[src/rtl/pixelstream_timing_gen_if.sv]
// Ready/valid pixel stream carrying {red,green,blue} words and a start-of-frame marker.
interface pixelstream_timing_gen_if #(
    parameter int COLOR_BITS = 8
);
    logic [3*COLOR_BITS-1:0] in_data;
    logic                    in_sop;
    logic                    in_valid;
    logic                    in_ready;

    modport master (output in_data, output in_sop, output in_valid, input in_ready);
    modport slave  (input in_data, input in_sop, input in_valid, output in_ready);
endinterface

[src/rtl/pixelstream_timing_gen.sv]
// LCD pixel-stream engine: FIFO-buffered SOP-framed pixels replayed against
// parametrised panel timing, resynchronising to the frame origin after any slip.
module pixelstream_timing_gen #(
    parameter int H_ACTIVE   = 800,
    parameter int H_FP       = 40,
    parameter int H_SYNC     = 48,
    parameter int H_BP       = 88,
    parameter int V_ACTIVE   = 480,
    parameter int V_FP       = 13,
    parameter int V_SYNC     = 3,
    parameter int V_BP       = 32,
    parameter int COLOR_BITS = 8,
    parameter int FIFO_DEPTH = 16,
    parameter int CLK_DIV    = 2,
    parameter bit HSYNC_POL  = 1'b0,
    parameter bit VSYNC_POL  = 1'b0
) (
    input  logic                      clk_clk,
    input  logic                      reset_reset,
    input  logic                      enable,
    pixelstream_timing_gen_if.slave   pix_in,
    output logic [COLOR_BITS-1:0]     lcd_red,
    output logic [COLOR_BITS-1:0]     lcd_green,
    output logic [COLOR_BITS-1:0]     lcd_blue,
    output logic                      lcd_hsync,
    output logic                      lcd_vsync,
    output logic                      lcd_de,
    output logic                      lcd_dclk,
    output logic                      lcd_dclk_en,
    output logic                      frame_start,
    output logic                      underflow,
    input  logic                      clear_status,
    output logic [15:0]               frame_count
);
    localparam int H_TOTAL = H_ACTIVE + H_FP + H_SYNC + H_BP;
    localparam int V_TOTAL = V_ACTIVE + V_FP + V_SYNC + V_BP;
    localparam int HW = $clog2(H_TOTAL);
    localparam int VW = $clog2(V_TOTAL);
    localparam int DW = $clog2(CLK_DIV);
    localparam int AW = $clog2(FIFO_DEPTH);
    localparam int PW = 3 * COLOR_BITS;

    typedef enum logic [1:0] {IDLE, SYNCING, STREAM} state_t;

    state_t            state, state_next;
    logic [DW-1:0]     div_cnt, div_next;
    logic [HW-1:0]     h_cnt;
    logic [VW-1:0]     v_cnt;
    logic [PW-1:0]     pix;
    logic [PW:0]       mem [FIFO_DEPTH];
    logic [AW:0]       wr_ptr, rd_ptr;
    logic              empty, full, push, pop, show, set_uf;
    logic              tick, h_last, v_last, active, origin, hs_win, vs_win;
    logic              head_sop;
    logic [PW-1:0]     head_data;

    assign empty     = (wr_ptr == rd_ptr);
    assign full      = (wr_ptr[AW] != rd_ptr[AW]) && (wr_ptr[AW-1:0] == rd_ptr[AW-1:0]);
    assign pix_in.in_ready = !full;
    assign push      = pix_in.in_valid && !full;
    assign head_sop  = mem[rd_ptr[AW-1:0]][PW];
    assign head_data = mem[rd_ptr[AW-1:0]][PW-1:0];

    assign tick     = (state != IDLE) && (int'(div_cnt) == CLK_DIV - 1);
    assign div_next = (int'(div_cnt) == CLK_DIV - 1) ? '0 : div_cnt + DW'(1);
    assign h_last   = (int'(h_cnt) == H_TOTAL - 1);
    assign v_last   = (int'(v_cnt) == V_TOTAL - 1);
    assign active   = (int'(h_cnt) < H_ACTIVE) && (int'(v_cnt) < V_ACTIVE);
    assign origin   = (h_cnt == '0) && (v_cnt == '0);
    assign hs_win   = (int'(h_cnt) >= H_ACTIVE + H_FP) && (int'(h_cnt) < H_ACTIVE + H_FP + H_SYNC);
    assign vs_win   = (int'(v_cnt) >= V_ACTIVE + V_FP) && (int'(v_cnt) < V_ACTIVE + V_FP + V_SYNC);

    assign lcd_red   = pix[PW-1 -: COLOR_BITS];
    assign lcd_green = pix[2*COLOR_BITS-1 -: COLOR_BITS];
    assign lcd_blue  = pix[COLOR_BITS-1:0];

    always_ff @(posedge clk_clk) begin
        if (push) mem[wr_ptr[AW-1:0]] <= {pix_in.in_sop, pix_in.in_data};
    end

    always_ff @(posedge clk_clk or posedge reset_reset) begin
        if (reset_reset) begin
            wr_ptr <= '0;
            rd_ptr <= '0;
        end else begin
            if (push) wr_ptr <= wr_ptr + (AW+1)'(1);
            if (pop)  rd_ptr <= rd_ptr + (AW+1)'(1);
        end
    end

    // SYNCING drains stale words until an SOP head lines up with the origin;
    // STREAM falls back to SYNCING on an empty FIFO or an SOP that arrives early.
    always_comb begin
        state_next = state;
        pop        = 1'b0;
        show       = 1'b0;
        set_uf     = 1'b0;
        if (!enable) begin
            state_next = IDLE;
        end else begin
            case (state)
                IDLE: state_next = SYNCING;
                SYNCING: begin
                    if (!empty && !head_sop) begin
                        pop = 1'b1;
                    end else if (!empty && tick && origin) begin
                        pop        = 1'b1;
                        show       = 1'b1;
                        state_next = STREAM;
                    end
                end
                STREAM: begin
                    if (tick && active) begin
                        if (empty || (head_sop && !origin)) begin
                            set_uf     = 1'b1;
                            state_next = SYNCING;
                        end else begin
                            pop  = 1'b1;
                            show = 1'b1;
                        end
                    end
                end
                default: state_next = IDLE;
            endcase
        end
    end

    // Every panel output is registered on the tick from one counter snapshot.
    always_ff @(posedge clk_clk or posedge reset_reset) begin
        if (reset_reset) begin
            state       <= IDLE;
            div_cnt     <= '0;
            h_cnt       <= '0;
            v_cnt       <= '0;
            pix         <= '0;
            lcd_de      <= 1'b0;
            lcd_hsync   <= ~HSYNC_POL;
            lcd_vsync   <= ~VSYNC_POL;
            lcd_dclk    <= 1'b0;
            lcd_dclk_en <= 1'b0;
            frame_start <= 1'b0;
            frame_count <= '0;
        end else begin
            state       <= state_next;
            lcd_dclk_en <= (state_next != IDLE);
            frame_start <= 1'b0;
            if (state == IDLE || state_next == IDLE) begin
                div_cnt   <= '0;
                h_cnt     <= '0;
                v_cnt     <= '0;
                pix       <= '0;
                lcd_de    <= 1'b0;
                lcd_hsync <= ~HSYNC_POL;
                lcd_vsync <= ~VSYNC_POL;
                lcd_dclk  <= 1'b0;
            end else begin
                div_cnt  <= div_next;
                lcd_dclk <= (int'(div_next) >= CLK_DIV / 2);
                if (tick) begin
                    pix         <= show ? head_data : '0;
                    lcd_de      <= active;
                    lcd_hsync   <= hs_win ? HSYNC_POL : ~HSYNC_POL;
                    lcd_vsync   <= vs_win ? VSYNC_POL : ~VSYNC_POL;
                    frame_start <= origin;
                    if (h_last) begin
                        h_cnt <= '0;
                        v_cnt <= v_last ? '0 : v_cnt + VW'(1);
                        if (v_last) frame_count <= frame_count + 16'd1;
                    end else begin
                        h_cnt <= h_cnt + HW'(1);
                    end
                end
            end
        end
    end

    // A set in the same cycle as clear_status wins.
    always_ff @(posedge clk_clk or posedge reset_reset) begin
        if (reset_reset)       underflow <= 1'b0;
        else if (set_uf)       underflow <= 1'b1;
        else if (clear_status) underflow <= 1'b0;
    end
endmodule

[src/flat_wrapper.sv]
// flat-port wrapper written by rule: the top's interface ports become plain ports
module pixelstream_timing_gen_flat 
#(
    parameter int H_ACTIVE   = 800,
    parameter int H_FP       = 40,
    parameter int H_SYNC     = 48,
    parameter int H_BP       = 88,
    parameter int V_ACTIVE   = 480,
    parameter int V_FP       = 13,
    parameter int V_SYNC     = 3,
    parameter int V_BP       = 32,
    parameter int COLOR_BITS = 8,
    parameter int FIFO_DEPTH = 16,
    parameter int CLK_DIV    = 2,
    parameter bit HSYNC_POL  = 1'b0,
    parameter bit VSYNC_POL  = 1'b0
)
  (clk_clk, reset_reset, enable, lcd_red, lcd_green, lcd_blue, lcd_hsync, lcd_vsync, lcd_de, lcd_dclk, lcd_dclk_en, frame_start, underflow, clear_status, frame_count, pix_in_in_data, pix_in_in_sop, pix_in_in_valid, pix_in_in_ready);
  pixelstream_timing_gen_if #(.COLOR_BITS(COLOR_BITS)) pix_in_i ();
  input  logic clk_clk;
  input  logic reset_reset;
  input  logic enable;
  output logic [COLOR_BITS-1:0] lcd_red;
  output logic [COLOR_BITS-1:0] lcd_green;
  output logic [COLOR_BITS-1:0] lcd_blue;
  output logic lcd_hsync;
  output logic lcd_vsync;
  output logic lcd_de;
  output logic lcd_dclk;
  output logic lcd_dclk_en;
  output logic frame_start;
  output logic underflow;
  input  logic clear_status;
  output logic [15:0] frame_count;
  input wire logic [$bits(pix_in_i.in_data)-1:0] pix_in_in_data;
  input wire logic [$bits(pix_in_i.in_sop)-1:0] pix_in_in_sop;
  input wire logic [$bits(pix_in_i.in_valid)-1:0] pix_in_in_valid;
  output wire logic [$bits(pix_in_i.in_ready)-1:0] pix_in_in_ready;
  assign pix_in_i.in_data = pix_in_in_data;
  assign pix_in_i.in_sop = pix_in_in_sop;
  assign pix_in_i.in_valid = pix_in_in_valid;
  assign pix_in_in_ready = pix_in_i.in_ready;
  pixelstream_timing_gen #(.H_ACTIVE(H_ACTIVE), .H_FP(H_FP), .H_SYNC(H_SYNC), .H_BP(H_BP), .V_ACTIVE(V_ACTIVE), .V_FP(V_FP), .V_SYNC(V_SYNC), .V_BP(V_BP), .COLOR_BITS(COLOR_BITS), .FIFO_DEPTH(FIFO_DEPTH), .CLK_DIV(CLK_DIV), .HSYNC_POL(HSYNC_POL), .VSYNC_POL(VSYNC_POL)) u_core (.clk_clk(clk_clk), .reset_reset(reset_reset), .enable(enable), .pix_in(pix_in_i), .lcd_red(lcd_red), .lcd_green(lcd_green), .lcd_blue(lcd_blue), .lcd_hsync(lcd_hsync), .lcd_vsync(lcd_vsync), .lcd_de(lcd_de), .lcd_dclk(lcd_dclk), .lcd_dclk_en(lcd_dclk_en), .frame_start(frame_start), .underflow(underflow), .clear_status(clear_status), .frame_count(frame_count));
endmodule
[config.mk]
export PLATFORM = sky130hd
export DESIGN_NAME = pixelstream_timing_gen_flat
export DESIGN_NICKNAME = d
export VERILOG_FILES = /design/src/rtl/pixelstream_timing_gen_if.sv /design/src/rtl/pixelstream_timing_gen.sv /design/src/flat_wrapper.sv
export SDC_FILE = /design/constraint.sdc
export NUM_CORES = 1
export LEC_CHECK = 0
export CORE_ASPECT_RATIO = 1.5
export CORE_MARGIN = 2
export CORE_UTILIZATION = 60
export DETAILED_ROUTE_END_ITERATION = 12
export GPL_TIMING_DRIVEN = 0
export PLACE_DENSITY = 0.79
export REMOVE_ABC_BUFFERS = 1
export SYNTH_ARGS = -nofsm -noshare
export SYNTH_HDL_FRONTEND = slang
export SYNTH_SLANG_ARGS = --single-unit
[constraint.sdc]
create_clock -name clk_clk -period 5.3 [get_ports clk_clk]
set_input_delay 1.06 -clock clk_clk [delete_from_list [all_inputs] [get_ports clk_clk]]
set_output_delay 1.06 -clock clk_clk [all_outputs]
set_load 0.1 [all_outputs]
### Word level (Yosys, flattened, before mapping)

Memory sizes are Yosys's and may differ from the RTL's.
Cells that the tools add are included.

* register bits: 80
* memory bits (writable): 400
* input bits: 30
* logic and storage cells: 112
* memories: 1

* add/subtract/negate cells: 6
* order comparisons: 7
* eq/ne operators: 7
* muxes and demuxes: 46
* bitwise operators: 1
* reduce and logical (&&, ||, !) cells: 29

Memory list
* u_core.mem: depth 16, width 25, read ports 1, clocked after Yosys merged registers in 0, wr ports 1, line pixelstream_timing_gen.sv:50 `logic [PW:0] mem [FIFO_DEPTH];`

Operator list (count)
* two-way mux 24 bit: 3
* two-way mux 10 bit: 7
* two-way mux 1 bit: 28
* adder 10 x 1 -> 10 bit, second input constant: 2
* zero test 10 bit: 2
* < comparator 10 bit, second input constant: 2
* < comparator 10 x 9 -> 1 bit, second input constant: 2
* adder 16 x 1 -> 16 bit, second input constant: 1
* logical AND 1 bit: 12
* adder 5 x 1 -> 5 bit, second input constant: 2
* == test 10 bit, second input constant: 1
* == test 10 x 7 -> 1 bit, second input constant: 1
* greater-or-equal comparator 10 bit, second input constant: 1
* greater-or-equal comparator 10 x 9 -> 1 bit, second input constant: 1
* two-way mux 2 bit: 5
* nonzero test 2 bit: 5
* case mux 2 bit (3 select lines): 1
* == test 5 bit: 1
* == test 4 bit: 1
* zero test 1 bit: 4
* zero test 2 bit: 2
* case mux 1 bit (2 select lines): 2
* AND reduction 4 bit: 1
* == test 2 x 1 -> 1 bit, second input constant: 1
* 7 further kinds: 8

### Depth between registers and ports, before layout

Gate-level depths: netlist of the first run.

* depth in word-level cells: 13
* mapped depth: 11
* gate-level depth less buffers: 10

### Least setup slack after synthesis of the first run

Ideal clock, no wire load.

* path type: reg-to-reg
* start point: register u_core.rd_ptr[0]
* end point: memory u_core.mem[3][0] (netlist name) (enable)
* library setup time: 438 ps
* arrival time: 3938 ps
* path slack: 924 ps
* cell stages (with the launch flop): 9
* cell sequence: dfrtp_1 > buf_2 > xor2_1 > nor4_1 > or2b_1 > and2_1 > clkbuf_1 > nand2_1 > nor3_1

* cells in the longest elaborated chain, start to end: 6

RTL lines
* start: declaration: line pixelstream_timing_gen.sv:51 `logic [AW:0] wr_ptr, rd_ptr;`
* start signal: assignment: line pixelstream_timing_gen.sv:87 `if (pop) rd_ptr <= rd_ptr + (AW+1)'(1);`
* == test 4 bit: line pixelstream_timing_gen.sv:58 `assign full = (wr_ptr[AW] != rd_ptr[AW]) && (wr_ptr[AW-1:0] == rd_ptr[AW-1:0]);`
* logical AND 1 bit: line pixelstream_timing_gen.sv:58
* zero test 1 bit
* net pix_in_in_ready: line flat_wrapper.sv:38 `output wire logic [$bits(pix_in_i.in_ready)-1:0] pix_in_in_ready;`
* logical AND 1 bit: line pixelstream_timing_gen.sv:60 `assign push = pix_in.in_valid && !full;`
* two-way mux 1 bit: line pixelstream_timing_gen.sv:78 `if (push) mem[wr_ptr[AW-1:0]] <= {pix_in.in_sop, pix_in.in_data};`
* two-way mux 1 bit (not written as such): line pixelstream_timing_gen.sv:78
* end: declaration: line pixelstream_timing_gen.sv:50

The timed path passes the listed nets, and every way through them passes these cells.

### Final worst setup path of the first run

* start point: register u_core.rd_ptr[1]
* end point: output port pix_in_in_ready

* cells in the longest elaborated chain, start to end: 3

RTL lines
* == test 4 bit: line pixelstream_timing_gen.sv:58
* logical AND 1 bit: line pixelstream_timing_gen.sv:58
* zero test 1 bit: line pixelstream_timing_gen.sv:59 `assign pix_in.in_ready = !full;`
* end: declaration: line flat_wrapper.sv:38

Every way passes these cells.

==> results of run 1 <==
[per-layer routing]
| metal | track usage (%) | part of all wire, % |
|---|---|---|
| met1 | 34.3 | 36 |
| met2 | 47.7 | 54 |
| met3 | 3.66 | 6.4 |
| met4 | 11.0 | 3.7 |
| met5 | 0 | 0 |
[sequential cells by signal, indices dropped and copies added, names as in the netlist, 2 cells and up]
register	count
u_core.h_cnt	10
u_core.pix	24
u_core.v_cnt	10
u_core.mem	400
u_core.frame_count	16
u_core.rd_ptr	5
u_core.wr_ptr	5
u_core.state	2
[path summary, 6_finish.rpt]
path | from | end | slack, ns | depth (start not counted)
worst min-delay path | u_core.pix[21] | u_core.pix[21] | 0.48 | 2
min in group asynchronous | reset_reset | u_core.pix[6] | 0.77 | 2
worst max-delay path | u_core.rd_ptr[1] | pix_in_in_ready | 0.50 | 4
worst max register to register | u_core.rd_ptr[1] | u_core.pix[16] | 1.01 | 8
worst min register to register | u_core.pix[21] | u_core.pix[21] | 0.48 | 2
max in group asynchronous | reset_reset | u_core.lcd_vsync | 3.87 | 3
[cell type report]
cell class	instances	area [µm²]	area share (%)
tap	410	513	2.30
clock buffer	59	1210	5.41
clock inverter	19	210	0.943
inverter	33	126	0.567
antenna	3	7.51	0.0337
multi-input combinational	450	4950	22.2
timing repair buffer	107	1280	5.76
sequential	479	14000	62.8
[power breakdown]
part / total, mW / internal [mW] / switching, mW
clock network: 3.13 / 1.80 / 1.33
registers: 4.77 / 4.44 / 0.333
logic: 2.36 / 1.23 / 1.14
[synthesized netlist by cell type, drive strengths merged, types with 3 or more instances]
master / count
nor4b: 3
inv: 32
and2: 6
mux2: 3
xor2: 8
nand4: 12
nor4: 3
xnor2: 24
or2: 4
buf: 28
clkbuf: 16
o2111ai: 3
nand2: 58
dfrtp: 77
nand3b: 4
nor3: 13
a31oi: 3
o21ai: 32
nand2b: 12
and3: 10
edfxtp: 400
mux4: 123
nor2: 34
mux2i: 3
nand3: 20
nor2b: 4
ha: 16
or3: 6
a21oi: 22
[stage by stage]
step / instances / setup WS (ns)
after detailed placement: 1479 / 1.06
after floorplan: 962 / -2.25
final: 1560 / 0.500
after CTS: 1557 / 0.480
after global placement: 1449 / -5.55
after global routing: 1560 / 0.210
[cell families (layout without fill, tap and decap cells)]
| logic type | after synthesis | after routing | synth area share [%] |
|---|---|---|---|
| multiplexers | 129 | 129 | 14.8 |
| flip-flops | 479 | 479 | 73.1 |
| XOR/XNOR | 32 | 32 | 1.46 |
| AO/OA/AOI/OAI | 80 | 80 | 2.91 |
| AND/OR/NAND/NOR | 193 | 193 | 5.04 |
| other | 0 | 3 | 0 |
| adder cells (fa/ha/maj) | 16 | 16 | 1.05 |
| buffers and inverters | 77 | 218 | 1.65 |
[critical path, cell delays in order, from the launching register on]
cell and delay, ns:
dfrtp_4 0.96, xor2_1 0.13, nor4_1 0.81, or2b_1 0.31, clkdlybuf4s50_1 0.97
==> flow_metrics.py, run 1 <==
metrics = {
    "grt": {
        "grt_pass1_vias": 10500,
        "antenna_found_initial": 3,
        "overflow": 0,
        "grt_start_max_net_pins": 69,
        "grt_pass1_wl_um": 65500,
        "grtUsageTotal_pct": 27.2,
    },
    "yosys": {
        "synth.top_cell.area_share_pct": 62.7,
        "synth-async-reset-ratio_pct": 16.5,
        "yosysSeqAreaShare_pct": 73.1,
        "netlist_instances": 1006,
        "yosysTopAreaCell": "edfxtp_1",
        "yosys_warnings": 0,
        "synth_area_leaders": "edfxtp_1, mux4_2, dfrtp_1",
        "syn-cell-area_um2": 19100,
        "synth-edff-count": 400,
        "synth-main-ff-cell": "edfxtp_1",
        "ys_types": 60,
        "avgSynthCellArea_um2": 19.0,
        "ys_seq_elements": 479,
    },
    "floorplan": {
        "core-area_um2": 31600,
        "die_w_um": 150,
        "dieArea_um2": 33400,
        "start_util_pct": 60.5,
        "std_cell_rows": 80,
        "ios": 78,
        "dieHeight_um": 223,
    },
    "power": {
        "ir_worst_vdd_uv": 271,
        "pwr_density_cell_nw_per_um2": 460,
        "power.total_mw": 10.3,
        "leakagePower_nw": 7.44,
    },
    "finish": {
        "final_nets": 1160,
        "area_growth_pct": 16.5,
        "drive_gt1_share_pct": 21.8,
        "fillers": 1903,
        "final_area_um2": 22300,
        "layout_common_cells": "edfxtp_1, mux4_2, clkdlybuf4s50_1, dfrtp_1, nand2_1",
        "final_util_pct": 70.5,
        "layout_commonest_cell": "edfxtp_1",
    },
    "timing": {
        "rsz0062_at_grt": "false",
        "drv_slew": 0,
        "max_slew.worst_pin.slew_ns": 1.35,
        "clock_skew_ns": 0.0185,
        "fin_crit_sh_pct": 90.6,
        "tns_ns": 0,
        "hold-worst-slack_ns": 0.484,
        "period_minus_slack_ns": 4.80,
        "max_freq_ghz": 0.208,
        "maxSlewHeadroom_pct": 9.59,
        "hold_viol_final": 0,
        "setup_violations": 0,
    },
    "detailed_routing": {
        "drt-total-wl_um": 44000,
        "vias_per_cell": 6.49,
        "via_count": 10100,
        "drt_first_pass_iters": 5,
        "antenna_left": 0,
        "wire_per_inst_um": 28.2,
        "drc": 0,
        "drt_iter0_drc": 1044,
    },
    "job": {
        "maxCapViolCount": 0,
    },
    "clock_network": {
        "postCtsHoldBufs": 0,
        "ctsResizeCount": 0,
        "numClockSinks": 479,
        "cts_buffers": 43,
        "htreeDepth": 2,
        "clkTransAtPathRegs_ns": 0.07,
        "tritoncts": "done",
        "cts_post_setup_buffers_inserted": 0,
        "insertion_delay_ns": 0.56,
        "max-clock-path-buffers": 3,
        "root_buffer": "clkbuf_16",
    },
    "place": {
        "hpwlAfterDp_um": 24000,
        "gp_congestion": 0.855,
        "io_buffers": 77,
        "dpl_cell_area_um2": 20900,
    },
    "worst_setup_path": {
        "critPathArrivalTime_ns": 3.74,
        "path_class": "reg2out",
        "required_ns": 4.24,
        "cp-end-kind": "output pin",
        "cp_max_fo": 49,
        "critPathLaunchType": "flip-flop",
    },
    "run_status": {
        "status": "complete, no violations",
    },
    "worst_hold_path": {
        "min_path_type": "reg2reg",
    },
}
Note: power is estimated with default switching activity, not from simulation.
==> run 2, diff against run 1 <==
- CTS_BUF_LIST: unset -> sky130_fd_sc_hd__clkbuf_8 sky130_fd_sc_hd__clkbuf_16
==> flow_metrics.py, run 2 (synthesized netlist as in run 1, its figures left out) <==
metrics = {
    "power": {
        "power_frac_comb_pct": 23.1,
        "leakagePower_nw": 7.49,
        "power.total_mw": 10.2,
        "swShare_pct": 27.4,
        "p_switching_mw": 2.80,
        "power_frac_clock_pct": 30.3,
        "intPower_mw": 7.44,
        "p_seq_share_pct": 46.6,
        "ir_worst_vdd_uv": 271,
        "pwr_density_cell_nw_per_um2": 459,
    },
    "clock_network": {
        "max-clock-path-buffers": 3,
        "insertion_delay_ns": 0.56,
        "cts_buffers": 43,
        "ctsResizeCount": 0,
        "tritoncts": "done",
        "clkTransAtPathRegs_ns": 0.06,
        "cts_post_setup_buffers_inserted": 0,
        "numClockSinks": 479,
        "htreeDepth": 2,
        "postCtsHoldBufs": 0,
        "root_buffer": "clkbuf_16",
    },
    "timing": {
        "max_freq_ghz": 0.208,
        "hold-worst-slack_ns": 0.484,
        "rsz0062_at_grt": "false",
        "max_slew.worst_pin.slew_ns": 1.37,
        "clock_skew_ns": 0.0175,
        "fin_crit_sh_pct": 90.6,
        "maxSlewHeadroom_pct": 8.27,
        "drv_slew": 0,
        "setup_violations": 0,
        "hold_viol_final": 0,
        "period_minus_slack_ns": 4.80,
    },
    "worst_setup_path": {
        "cp_max_fo": 49,
        "cp-end-kind": "output pin",
        "timing.rr.end": "u_core.pix[16]",
        "required_ns": 4.24,
        "path_class": "reg2out",
        "reg2reg_from": "u_core.rd_ptr[1]",
        "critPathLaunchType": "flip-flop",
        "r2r_setup_slack_ns": 1.00,
        "slowest_delay_ns": 0.97,
        "worst-r2r-cell-count": 8,
        "path_cells": "xor2_1, nor4_1, or2b_1, clkdlybuf4s50_1",
        "slowest_stage": "dfrtp_4",
        "critPathArrivalTime_ns": 3.74,
    },
    "run_status": {
        "status": "complete, no violations",
    },
    "grt": {
        "overflow": 0,
        "grt_pass1_wl_um": 65500,
        "grtUsageTotal_pct": 27.2,
        "grt_pass1_vias": 10500,
        "antenna_found_initial": 3,
        "grt_start_max_net_pins": 69,
    },
    "finish": {
        "final_util_pct": 70.5,
        "drive_gt1_share_pct": 21.8,
        "area_growth_pct": 16.5,
        "layout_common_cells": "edfxtp_1, mux4_2, clkdlybuf4s50_1, dfrtp_1, nand2_1",
        "fillers": 1903,
        "final_nets": 1160,
        "layout_commonest_cell": "edfxtp_1",
        "largest_reg_flops": 400,
        "final_area_um2": 22300,
    },
    "floorplan": {
        "start_util_pct": 60.5,
        "dieArea_um2": 33400,
        "dieHeight_um": 223,
        "std_cell_rows": 80,
        "core-area_um2": 31600,
        "ios": 78,
        "die_w_um": 150,
    },
    "place": {
        "hpwlAfterDp_um": 24000,
        "io_buffers": 77,
        "gp_congestion": 0.855,
        "dpl_cell_area_um2": 20900,
    },
    "worst_hold_path": {
        "min_from": "u_core.pix[21]",
        "min_path_cells": 2,
        "hold-path-endpoint": "u_core.pix[21]",
        "min_path_type": "reg2reg",
    },
    "detailed_routing": {
        "vias_per_cell": 6.49,
        "drt_iter0_drc": 1052,
        "drt_first_pass_iters": 5,
        "antenna_left": 0,
        "via_count": 10100,
        "wire_per_inst_um": 28.2,
        "drt-total-wl_um": 44000,
        "drc": 0,
    },
    "job": {
        "maxCapViolCount": 0,
    },
}
run 2: worst max-delay path, delay by kind of cell (launching register included):
kind,cells,cell delay (ns)
AND/OR/NAND/NOR,2,1.12
XOR/XNOR,1,0.13
buffers and inverters,1,0.97
flip-flops,1,0.97
run 2: area by class of cell:
class	count	area [µm²]	area share [%]
antenna	3	7.51	0.0337
sequential	479	14000	62.8
clock inverter	29	248	1.11
inverter	33	126	0.567
timing repair buffer	107	1280	5.76
clock buffer	49	1170	5.25
multi-input combinational	450	4950	22.2
tap	410	513	2.30
run 2: metal layers:
layer | vias up | wire [µm] | global-route usage (%)
met4 | 0 | 1720 | 11.0
met3 | 105 | 2650 | 3.66
met1 | 5311 | 15900 | 34.3
met5 | - | 0 | 0
met2 | 489 | 23800 | 47.7
li1 | 4225 | - | -
run 2: through the flow:
| step | cells | TNS (ns) | setup WS [ns] |
|---|---|---|---|
| 5_1_grt | 1560 | 0 | 0.210 |
| 4_1_cts | 1557 | 0 | 0.480 |
| 3_5_place_dp | 1479 | 0 | 1.06 |
| 6_report | 1560 | 0 | 0.496 |
| 2_1_floorplan | 962 | -748.56 | -2.25 |
| 3_3_place_gp | 1449 | -1957.77 | -5.55 |
run 2: power groups by stage:
| stage | sequential (mW) | clock (mW) | combinational [mW] |
|---|---|---|---|
| 2_1_floorplan | 4.91 | 0 | 1.57 |
| 3_3_place_gp | 5.12 | 0 | 2.07 |
| 3_5_place_dp | 4.84 | 0 | 2.33 |
| 4_1_cts | 4.77 | 3.15 | 2.39 |
| 5_1_grt | 4.80 | 3.27 | 2.49 |
| 6_report | 4.77 | 3.11 | 2.36 |
run 2: worst max path at each step:
stage | start | endpoint | slack [ns] | cells after the start
4_1_cts | u_core.rd_ptr[0] | pix_in_in_ready | 0.48 | 4
2_1_floorplan | u_core.rd_ptr[0] | u_core.mem[3][0] | -2.25 | 6
3_3_place_gp | u_core.rd_ptr[0] | u_core.mem[3][8] | -5.55 | 6
5_1_grt | u_core.rd_ptr[0] | pix_in_in_ready | 0.21 | 4
3_5_place_dp | u_core.rd_ptr[0] | pix_in_in_ready | 1.06 | 4
6_report | u_core.rd_ptr[1] | pix_in_in_ready | 0.50 | 4
==> run 3, diff against run 2 <==
- CTS_BUF_LIST: sky130_fd_sc_hd__clkbuf_8 sky130_fd_sc_hd__clkbuf_16 -> sky130_fd_sc_hd__clkbuf_4
==> flow_metrics.py, run 3 (synthesized netlist as in run 1, its figures left out) <==
metrics = {
    "run_status": {
        "status": "complete, no violations",
    },
    "place": {
        "gp_congestion": 0.855,
        "io_buffers": 77,
        "dpl_cell_area_um2": 20900,
        "hpwlAfterDp_um": 24000,
    },
    "timing": {
        "fin_crit_sh_pct": 90.5,
        "setup_violations": 0,
        "period_minus_slack_ns": 4.80,
        "clock_skew_ns": 0.0554,
        "max_freq_ghz": 0.208,
        "maxSlewHeadroom_pct": 15.3,
        "tns_ns": 0,
        "drv_slew": 0,
        "max_slew.worst_pin.slew_ns": 1.27,
        "rsz0062_at_grt": "false",
        "hold_viol_final": 0,
    },
    "finish": {
        "area_growth_pct": 16.0,
        "drive_gt1_share_pct": 28.3,
        "multi_input_area_um2": 4960,
        "final_nets": 1222,
        "final_util_pct": 70.2,
        "fillers": 1990,
        "regArea_um2": 14000,
        "layout_commonest_cell": "edfxtp_1",
        "largest_reg_flops": 400,
        "final_area_um2": 22200,
        "layout_common_cells": "edfxtp_1, clkbuf_4, mux4_2, clkdlybuf4s50_1, dfrtp_1",
    },
    "worst_setup_path": {
        "path_class": "reg2out",
        "slowest_stage": "clkdlybuf4s50_1",
        "slowest_delay_ns": 0.97,
        "critPathArrivalTime_ns": 3.74,
        "required_ns": 4.24,
        "path_cells": "xor2_1, nor4_2, or2b_1, clkdlybuf4s50_1",
        "cp_max_fo": 49,
        "critPathLaunchType": "flip-flop",
        "cp-end-kind": "output pin",
    },
    "clock_network": {
        "ctsResizeCount": 0,
        "root_buffer": "clkbuf_4",
        "cts_buffers": 105,
        "insertion_delay_ns": 0.82,
        "clkTransAtPathRegs_ns": 0.07,
        "numClockSinks": 479,
        "cts_post_setup_buffers_inserted": 0,
        "postCtsHoldBufs": 0,
        "max-clock-path-buffers": 3,
        "tritoncts": "done",
        "htreeDepth": 3,
    },
    "detailed_routing": {
        "drt_iter0_drc": 893,
        "antenna_left": 0,
        "via_count": 10100,
        "vias_per_cell": 6.06,
        "drc": 0,
        "drt_first_pass_iters": 5,
        "wire_per_inst_um": 24.0,
        "drt-total-wl_um": 40100,
    },
    "power": {
        "power.total_mw": 9.76,
        "pwr_density_cell_nw_per_um2": 439,
        "ir_worst_vdd_uv": 284,
        "leakagePower_nw": 7.56,
    },
    "floorplan": {
        "ios": 78,
        "std_cell_rows": 80,
        "core-area_um2": 31600,
        "start_util_pct": 60.5,
        "dieHeight_um": 223,
        "die_w_um": 150,
        "dieArea_um2": 33400,
    },
    "worst_hold_path": {
        "min_path_type": "reg2reg",
    },
    "grt": {
        "grt_start_max_net_pins": 69,
        "grtUsageTotal_pct": 25.1,
        "grt_pass1_vias": 10600,
        "antenna_found_initial": 2,
        "grt_pass1_wl_um": 61000,
        "overflow": 0,
    },
    "job": {
        "maxCapViolCount": 0,
    },
}
[run 3: changes by cell type in the layout (fill, tap and decap cells not counted), moves of 4 or more]
cell | previous run | this run
bufinv_16 | 4 | 0
clkinv_2 | 4 | 12
clkbuf_16 | 44 | 0
clkinv_1 | 7 | 26
clkbuf_8 | 5 | 0
inv_1 | 41 | 31
clkbuf_4 | 0 | 153
[run 3: critical path, delay by kind of cell, from the launching register on]
family                 cells  cell delay (ns)
buffers and inverters      1             0.97
AND/OR/NAND/NOR            2             0.86
flip-flops                 1             0.95
XOR/XNOR                   1             0.16
[run 3: where the power goes]
part / total, mW / internal, mW / switching, mW / leakage (nW)
sequential: 4.74 / 4.43 / 0.313 / 4.68
clock: 2.70 / 1.34 / 1.37 / 0.799
combinational: 2.31 / 1.22 / 1.09 / 2.08
[run 3: metal layers]
metal / share of wire [%] / GRT usage (%) / vias up / wire length [µm]
met5: 0 / 0 / - / 0
met3: 6.2 / 4.99 / 67 / 2500
met4: 2.4 / 9.65 / 0 / 977
met1: 36 / 31.3 / 5245 / 14600
met2: 55 / 43.5 / 410 / 22000
li1: - / - / 4424 / -
[run 3: cell type report]
type                       instances  area share (%)
multi-input combinational        450            22.3
clock inverter                    40           0.761
clock buffer                     153            5.17
timing repair buffer             107            5.79
antenna                            2          0.0225
sequential                       479            63.1
inverter                          33           0.569
tap                              410            2.31
[run 3: worst paths after layout]
path / to / cells past startpoint / startpoint / slack, ns
max in group asynchronous: u_core.lcd_vsync / 3 / reset_reset / 4.12
max: pix_in_in_ready / 4 / u_core.rd_ptr[1] / 0.50
max reg2reg: u_core.pix[7] / 8 / u_core.rd_ptr[1] / 1.25
min reg2reg: u_core.frame_count[15] / 1 / u_core.frame_count[15] / 0.48
min: u_core.frame_count[15] / 1 / u_core.frame_count[15] / 0.48
min in group asynchronous: u_core.pix[10] / 2 / reset_reset / 0.51
[run 3: metrics by stage]
stage / hold WS, ns / std cells / setup WS (ns)
after CTS: 0.454 / 1672 / 0.195
after detailed placement: 0.474 / 1479 / 1.06
after global placement: 0.462 / 1449 / -5.55
after floorplan: 0.462 / 962 / -2.25
after global routing: 0.469 / 1674 / 0.275
final: 0.481 / 1674 / 0.503
